File: config.mk
export PLATFORM = sky130hd
export DESIGN_NAME = calculate_ntlm_reg
export DESIGN_NICKNAME = d
export VERILOG_FILES = /design/src/rtl/calculate_ntlm_reg.sv
export SDC_FILE = /design/constraint.sdc
export NUM_CORES = 2
export LEC_CHECK = 0
export BUFFER_PORTS_ARGS = -buffer_cell sky130_fd_sc_hd__buf_2
export CAP_MARGIN = 20
export CORE_MARGIN = 2
export CORE_UTILIZATION = 50
export DETAILED_ROUTE_END_ITERATION = 8
export PLACE_DENSITY = 0.7
export SLEW_MARGIN = 20
export SYNTH_ARGS = -nofsm -noshare
export SYNTH_HDL_FRONTEND = slang
export SYNTH_SLANG_ARGS = --single-unit
export TNS_END_PERCENT = 10
File: constraint.sdc
create_clock -name clk -period 11.55 [get_ports clk]
set_input_delay 0.5775 -clock clk [delete_from_list [all_inputs] [get_ports clk]]
set_output_delay 0.5775 -clock clk [all_outputs]
set_load 0.05 [all_outputs]
File: src/rtl/calculate_ntlm_reg.sv
`default_nettype none
// ============================================================================
// Module      : calculate_ntlm_reg
// Description : Iterative NTLM hash-check engine. The engine captures a
//               candidate ASCII password and a target NTLM digest. It then
//               runs MD4 over the UTF-16LE form of the password, one step
//               per clock. On a digest match it publishes the captured
//               candidate on outstr. On a mismatch it publishes zero.
//               The engine runs continuously with a fixed 50-cycle period:
//               LOAD (1) + ROUND (48) + FINAL (1).
// Ports       : clk    - system clock, rising edge
//               n_rst  - asynchronous active-low reset
//               instr  - candidate password, char 0 in instr[127:120]
//               length - number of valid chars (0..15)
//               hash   - target digest, first digest byte in hash[127:120]
//               outstr - captured instr on match, else zero (registered)
// Revision    : 1.0 - initial release
// ============================================================================
module calculate_ntlm_reg (
    input  logic         clk,
    input  logic         n_rst,
    input  logic [127:0] instr,
    input  logic [3:0]   length,
    input  logic [127:0] hash,
    output logic [127:0] outstr
);

    localparam logic [1:0]  S_LOAD  = 2'd0;
    localparam logic [1:0]  S_ROUND = 2'd1;
    localparam logic [1:0]  S_FINAL = 2'd2;

    localparam logic [31:0] C_IV_A  = 32'h67452301;
    localparam logic [31:0] C_IV_B  = 32'hefcdab89;
    localparam logic [31:0] C_IV_C  = 32'h98badcfe;
    localparam logic [31:0] C_IV_D  = 32'h10325476;
    localparam logic [31:0] C_K1    = 32'h5a827999;
    localparam logic [31:0] C_K2    = 32'h6ed9eba1;
    localparam logic [5:0]  C_LAST  = 6'd47;

    logic [1:0]   r_state;
    logic [5:0]   r_step;
    logic [31:0]  r_a, r_b, r_c, r_d;
    logic [31:0]  r_m [16];
    logic [127:0] r_instr;
    logic [127:0] r_hash;
    logic [127:0] r_outstr;
    logic         r_match;

    // ------------------------------------------------------------------
    // Message block build from the live inputs; only consumed in LOAD.
    // Each char becomes a UTF-16LE code unit (char, 0x00). The 0x80 pad
    // byte follows the last code unit. The bit count (16*length, at most
    // 240) fits entirely in byte 56.
    // ------------------------------------------------------------------
    logic [7:0]  w_bytes [64];
    logic [31:0] w_blk   [16];

    always_comb begin
        for (int b = 0; b < 64; b++) begin
            w_bytes[b] = 8'h00;
        end
        for (int i = 0; i < 15; i++) begin
            if (4'(i) < length) begin
                w_bytes[2*i] = instr[127-8*i -: 8];
            end
        end
        w_bytes[{1'b0, length, 1'b0}] = 8'h80;
        w_bytes[56] = {length, 4'b0000};
        for (int j = 0; j < 16; j++) begin
            w_blk[j] = {w_bytes[4*j+3], w_bytes[4*j+2], w_bytes[4*j+1], w_bytes[4*j]};
        end
    end

    // ------------------------------------------------------------------
    // One MD4 step. The round is step[5:4] and the position within the
    // round is step[3:0]. The round-2 word order is a 2-bit rotate of the
    // position. The round-3 word order is the bit reversal of the position.
    // ------------------------------------------------------------------
    logic [3:0]  w_i, w_k;
    logic [4:0]  w_s;
    logic [31:0] w_f, w_kc, w_sum, w_t;

    always_comb begin
        w_i  = r_step[3:0];
        w_k  = w_i;
        w_kc = 32'h0;
        w_f  = (r_b & r_c) | (~r_b & r_d);
        case (w_i[1:0])
            2'd0:    w_s = 5'd3;
            2'd1:    w_s = 5'd7;
            2'd2:    w_s = 5'd11;
            default: w_s = 5'd19;
        endcase
        case (r_step[5:4])
            2'd1: begin
                w_f  = (r_b & r_c) | (r_b & r_d) | (r_c & r_d);
                w_kc = C_K1;
                w_k  = {w_i[1:0], w_i[3:2]};
                case (w_i[1:0])
                    2'd0:    w_s = 5'd3;
                    2'd1:    w_s = 5'd5;
                    2'd2:    w_s = 5'd9;
                    default: w_s = 5'd13;
                endcase
            end
            2'd2: begin
                w_f  = r_b ^ r_c ^ r_d;
                w_kc = C_K2;
                w_k  = {w_i[0], w_i[1], w_i[2], w_i[3]};
                case (w_i[1:0])
                    2'd0:    w_s = 5'd3;
                    2'd1:    w_s = 5'd9;
                    2'd2:    w_s = 5'd11;
                    default: w_s = 5'd15;
                endcase
            end
            default: ;
        endcase
        w_sum = r_a + w_f + r_m[w_k] + w_kc;
        // The shift amount is never zero, so (32 - s) never reaches 32.
        w_t   = (w_sum << w_s) | (w_sum >> (6'd32 - {1'b0, w_s}));
    end

    // Final digest, each word emitted low byte first.
    logic [31:0]  w_fa, w_fb, w_fc, w_fd;
    logic [127:0] w_digest;

    assign w_fa     = r_a + C_IV_A;
    assign w_fb     = r_b + C_IV_B;
    assign w_fc     = r_c + C_IV_C;
    assign w_fd     = r_d + C_IV_D;
    assign w_digest = {w_fa[7:0], w_fa[15:8], w_fa[23:16], w_fa[31:24],
                       w_fb[7:0], w_fb[15:8], w_fb[23:16], w_fb[31:24],
                       w_fc[7:0], w_fc[15:8], w_fc[23:16], w_fc[31:24],
                       w_fd[7:0], w_fd[15:8], w_fd[23:16], w_fd[31:24]};

    always_ff @(posedge clk or negedge n_rst) begin
        if (!n_rst) begin
            r_state  <= S_LOAD;
            r_step   <= 6'd0;
            r_a      <= 32'h0;
            r_b      <= 32'h0;
            r_c      <= 32'h0;
            r_d      <= 32'h0;
            r_instr  <= 128'h0;
            r_hash   <= 128'h0;
            r_outstr <= 128'h0;
            r_match  <= 1'b0;
            for (int j = 0; j < 16; j++) begin
                r_m[j] <= 32'h0;
            end
        end else begin
            case (r_state)
                S_LOAD: begin
                    r_instr <= instr;
                    r_hash  <= hash;
                    for (int j = 0; j < 16; j++) begin
                        r_m[j] <= w_blk[j];
                    end
                    r_a     <= C_IV_A;
                    r_b     <= C_IV_B;
                    r_c     <= C_IV_C;
                    r_d     <= C_IV_D;
                    r_step  <= 6'd0;
                    r_state <= S_ROUND;
                end
                S_ROUND: begin
                    r_a <= r_d;
                    r_b <= w_t;
                    r_c <= r_b;
                    r_d <= r_c;
                    if (r_step == C_LAST) begin
                        r_step  <= 6'd0;
                        r_state <= S_FINAL;
                    end else begin
                        r_step  <= r_step + 6'd1;
                    end
                end
                S_FINAL: begin
                    r_match  <= (w_digest == r_hash);
                    r_outstr <= (w_digest == r_hash) ? r_instr : 128'h0;
                    r_state  <= S_LOAD;
                end
                default: begin
                    r_state <= S_LOAD;
                end
            endcase
        end
    end

    assign outstr = r_outstr;

endmodule
`default_nettype wire

==> flow_summary_export.csv <==
group,metric,value,unit
power,p_comb_frac,0.584,
floorplanning,die_area,0.07585,sq mm
critical_path,worstSetupStartpointType,"register",
placement,hpwl,96470,um
timing,relSlewSlack,0.2516,
cts,cts_resized,0,
critical_path,worst-r2r-setup-slack,3370,ps
hold_path,whs_path_depth,3,
hold_path,hold_class,"in -> reg",
timing,drv_slew,0,
critical_path,crit_path_cell_trace,"inv_1 > ha_2 > clkinv_1 > o21ai_4 > mux4_2 > mux2i_1 > o21ai_0 > fa_1 > fa_1 > ha_1 > nand2_1 > nor3_1 > a21boi_0 > o21ai_0 > a2111oi_0 > nor2_1 > mux2i_1 > a221oi_1 > a21oi_1 > a221o_1",
cts,path_clk_slew,60,ps
routing,drtAntennaViolNets,0,
floorplanning,core_area,0.07296,sq mm
yosys,postSynthAreaPerCell,8.662,sq um
yosys,synth.cell_area,0.03683,sq mm
cells_and_area,utilization,0.5719,
global_routing,grt_start_max_net_pins,186,
routing,drtIter0Drc,3668,
global_routing,grt.total_usage,0.3405,
critical_path,end_kind,"register",
global_routing,busiest_layer,"met2",
critical_path,rr_worst_depth,20,
timing,finalSetupViolations,0,
yosys,seq_area_frac_synth,0.4382,
critical_path,path_buf_inv,2,
critical_path,r2r_end,"r_b[10]",
cts,cts.sinks,645,
global_routing,grt_use_met2,0.5286,
critical_path,critPathSlowestCell,"o21ai_4",
global_routing,gr-total-overflow,0,
routing,vias_per_cell,6.012,
power,switching_power,6794,uW
timing,worst_slew_pin_slew,1117,ps
cts,h-tree-depth,3,
global_routing,antenna_found_initial,9,
floorplanning,start_util,0.5048,
cells_and_area,diodes,0,
yosys,synth_cell_types,86,
power,power_frac_clock,0.171,
cts,clk_latency,650,ps
critical_path,arrival,8690,ps
cts,root_buffer,"clkbuf_16",
timing,fmax,0.1223,GHz
critical_path,timing.rr.start,"r_step[4]",
power,max-vdd-ir-drop,0.0002543,V
global_routing,grt_pass1_wl,196000,um
timing,period_minus_slack,8176,ps
routing,drcViolationCount,0,
cts,clockBufferDepth,3,
timing,tns,0,ps
cts,cts_setup_buffers,0,
power,p_int,6895,uW
cells_and_area,final_cells,5493,
timing,skew,34.99,ps
job,drv_cap,0,
timing,period_share,0.7079,
power,p_leak,0.01942,uW
routing,vias,33020,
yosys,netlist_instances,4252,
cells_and_area,area_growth,13.28,%
yosys,syn-num-nets,4654,
yosys,async_reset_ff_frac,1.000,
global_routing,use_met3,0.06246,
hold_path,hp-start,"hash[25]",
power,power.density,328.1,mW/mm^2
yosys,yosys-top-cells-area,"dfrtp_1 44%, nand2_1 14%, fa_1 3.9%",
placement,port_buffers,389,
routing,drt-pass1-iter-count,5,
critical_path,crit_type,"reg -> reg",
global_routing,grt_pass1_vias,31510,
cts,cts_tree,"done",
critical_path,critical-path-top-delay-family,"compound AO/OA/AOI/OAI gates",
timing,rsz0062_at_grt,"false",
power,pwr-share-seq,0.246,
routing,wl,130000,um
yosys,ys_ff_latch,645,
yosys,synth_edf_count,0,
status,status,"finished clean",
power,p_sw_frac,0.4963,
floorplanning,row_count,99,
yosys,synth_ff_type,"dfrtp_1",
placement,place.gp.congestion,1.008,
floorplanning,die_height,275.4,um
floorplanning,io_pins,390,
global_routing,met1_usage,0.4623,
timing,fin_hold_ws,122.6,ps
routing,wl_per_cell,23.67,um
timing,hold_violations,0,
yosys,yosys.area.top_type,"dfrtp_1",
critical_path,critPathMaxStageDelay,1080,ps
yosys,synth_top_area_share,0.4382,
cts,hold_buffers,1,
cells_and_area,drive_above_1_share,0.1396,
cells_and_area,final_nets,4887,
floorplanning,die_w,275.4,um
critical_path,cp_max_fo,24,
yosys,yosysWarnings,0,
hold_path,whs_endpoint,"r_hash[25]",
cts,cts_buffers,71,
placement,place_inst,5370,
critical_path,crit_required,12060,ps
-- state kept, by name, summed over array words and instances, names as in the netlist --
| register | flops |
|---|---|
| r_c | 32 |
| r_instr | 128 |
| r_state | 2 |
| r_b | 32 |
| r_step | 6 |
| outstr | 128 |
| r_d | 32 |
| r_a | 32 |
| r_hash | 128 |
| r_m | 125 |
-- worst max path at each step --
| stage | from | endpoint | slack, ps | cells after the start |
|---|---|---|---|---|
| 2_1_floorplan | r_step[4] | r_b[15] | 4510 | 22 |
| 3_3_place_gp | r_step[4] | r_b[10] | 3640 | 22 |
| 3_5_place_dp | r_step[4] | r_b[10] | 3500 | 20 |
| 4_1_cts | r_step[4] | r_b[10] | 3490 | 20 |
| 5_1_grt | r_step[4] | r_b[10] | 2760 | 20 |
| 6_report | r_step[4] | r_b[10] | 3370 | 20 |
-- routing by layer --
layer / up-vias / wire, um
met3: 332 / 10280
li1: 14980 / -
met1: 16250 / 53500
met5: - / 104
met4: 16 / 6943
met2: 1442 / 59220
-- synthesized netlist by cell type, types with 67 or more instances --
| library cell | n |
|---|---|
| fa_1 | 72 |
| a21oi_1 | 162 |
| clkbuf_1 | 238 |
| ha_1 | 68 |
| xnor2_1 | 130 |
| dfrtp_1 | 645 |
| xor2_1 | 71 |
| nand2_1 | 1348 |
| o21ai_0 | 242 |
| inv_1 | 101 |
| nor2_1 | 161 |
| o21ai_1 | 129 |
| nand3_1 | 67 |
-- power groups by stage --
stage	combinational, uW	clock (uW)	sequential [uW]
global route	8710	2450	3390
detailed placement	7750	0	3370
finish	7990	2340	3360
global placement	7700	0	3370
floorplan	5720	0	2890
CTS	7800	2360	3330
-- through the flow --
stage	setup WS, ps	total power, uW	instance area [sq um]
after global routing	2756	14550	41720
after detailed placement	3504	11120	39320
after CTS	3492	13500	41720
final	3374	13690	41720
after global placement	3642	11070	39320
after floorplan	4512	8614	36830
-- cell usage in the layout (no fill, tap or decap), types with 22 or more instances in the layout --
cell | Yosys | layout
xor2_1 | 71 | 71
inv_1 | 101 | 100
a21o_1 | 23 | 23
a221oi_1 | 33 | 33
nor2_1 | 161 | 160
mux2_2 | 22 | 22
nand2_1 | 1348 | 1348
a22oi_1 | 23 | 23
a31oi_1 | 29 | 29
fa_1 | 72 | 72
nor3_1 | 61 | 61
a21oi_1 | 162 | 162
o21ai_0 | 242 | 242
buf_4 | 15 | 51
clkbuf_16 | 0 | 71
nand3_1 | 67 | 67
o21ai_1 | 129 | 126
a22o_1 | 49 | 49
a211oi_1 | 23 | 23
ha_1 | 68 | 67
buf_2 | 7 | 388
mux2i_1 | 59 | 58
and2_1 | 23 | 23
xnor2_1 | 130 | 130
nand4_1 | 33 | 33
mux4_2 | 27 | 27
dfrtp_1 | 645 | 644
nor4_1 | 24 | 24
-- cells by family after synthesis --
| logic type | count (synthesis) | share of synthesized area |
|---|---|---|
| flops | 645 | 0.4382 |
| buf+inv | 386 | 0.04297 |
| fa+ha+maj | 140 | 0.06223 |
| simple gates | 1836 | 0.2070 |
| xor+xnor | 201 | 0.04780 |
| mux | 108 | 0.03927 |
| compound gates | 936 | 0.1625 |
-- worst reg2reg max path: cells and delay by family (launching register included) --
kind / cells / cell delay (ps)
adder cells (fa/ha/maj): 4 / 1760
AO/OA/AOI/OAI: 8 / 3550
flip-flops: 1 / 410
buffers and inverters: 2 / 820
AND/OR/NAND/NOR: 3 / 590
multiplexers: 3 / 940
-- cell type report --
class / instances / area, sq um
clock inverters: 23 / 344.1
fillers: 6571 / 31240
inverters: 102 / 382.9
clock buffers: 99 / 2052
flip-flops and latches: 645 / 16140
well taps: 959 / 1200
multi-input cells: 3221 / 19190
repair buffers: 444 / 2410
Note: power is estimated with default switching activity, not from simulation.
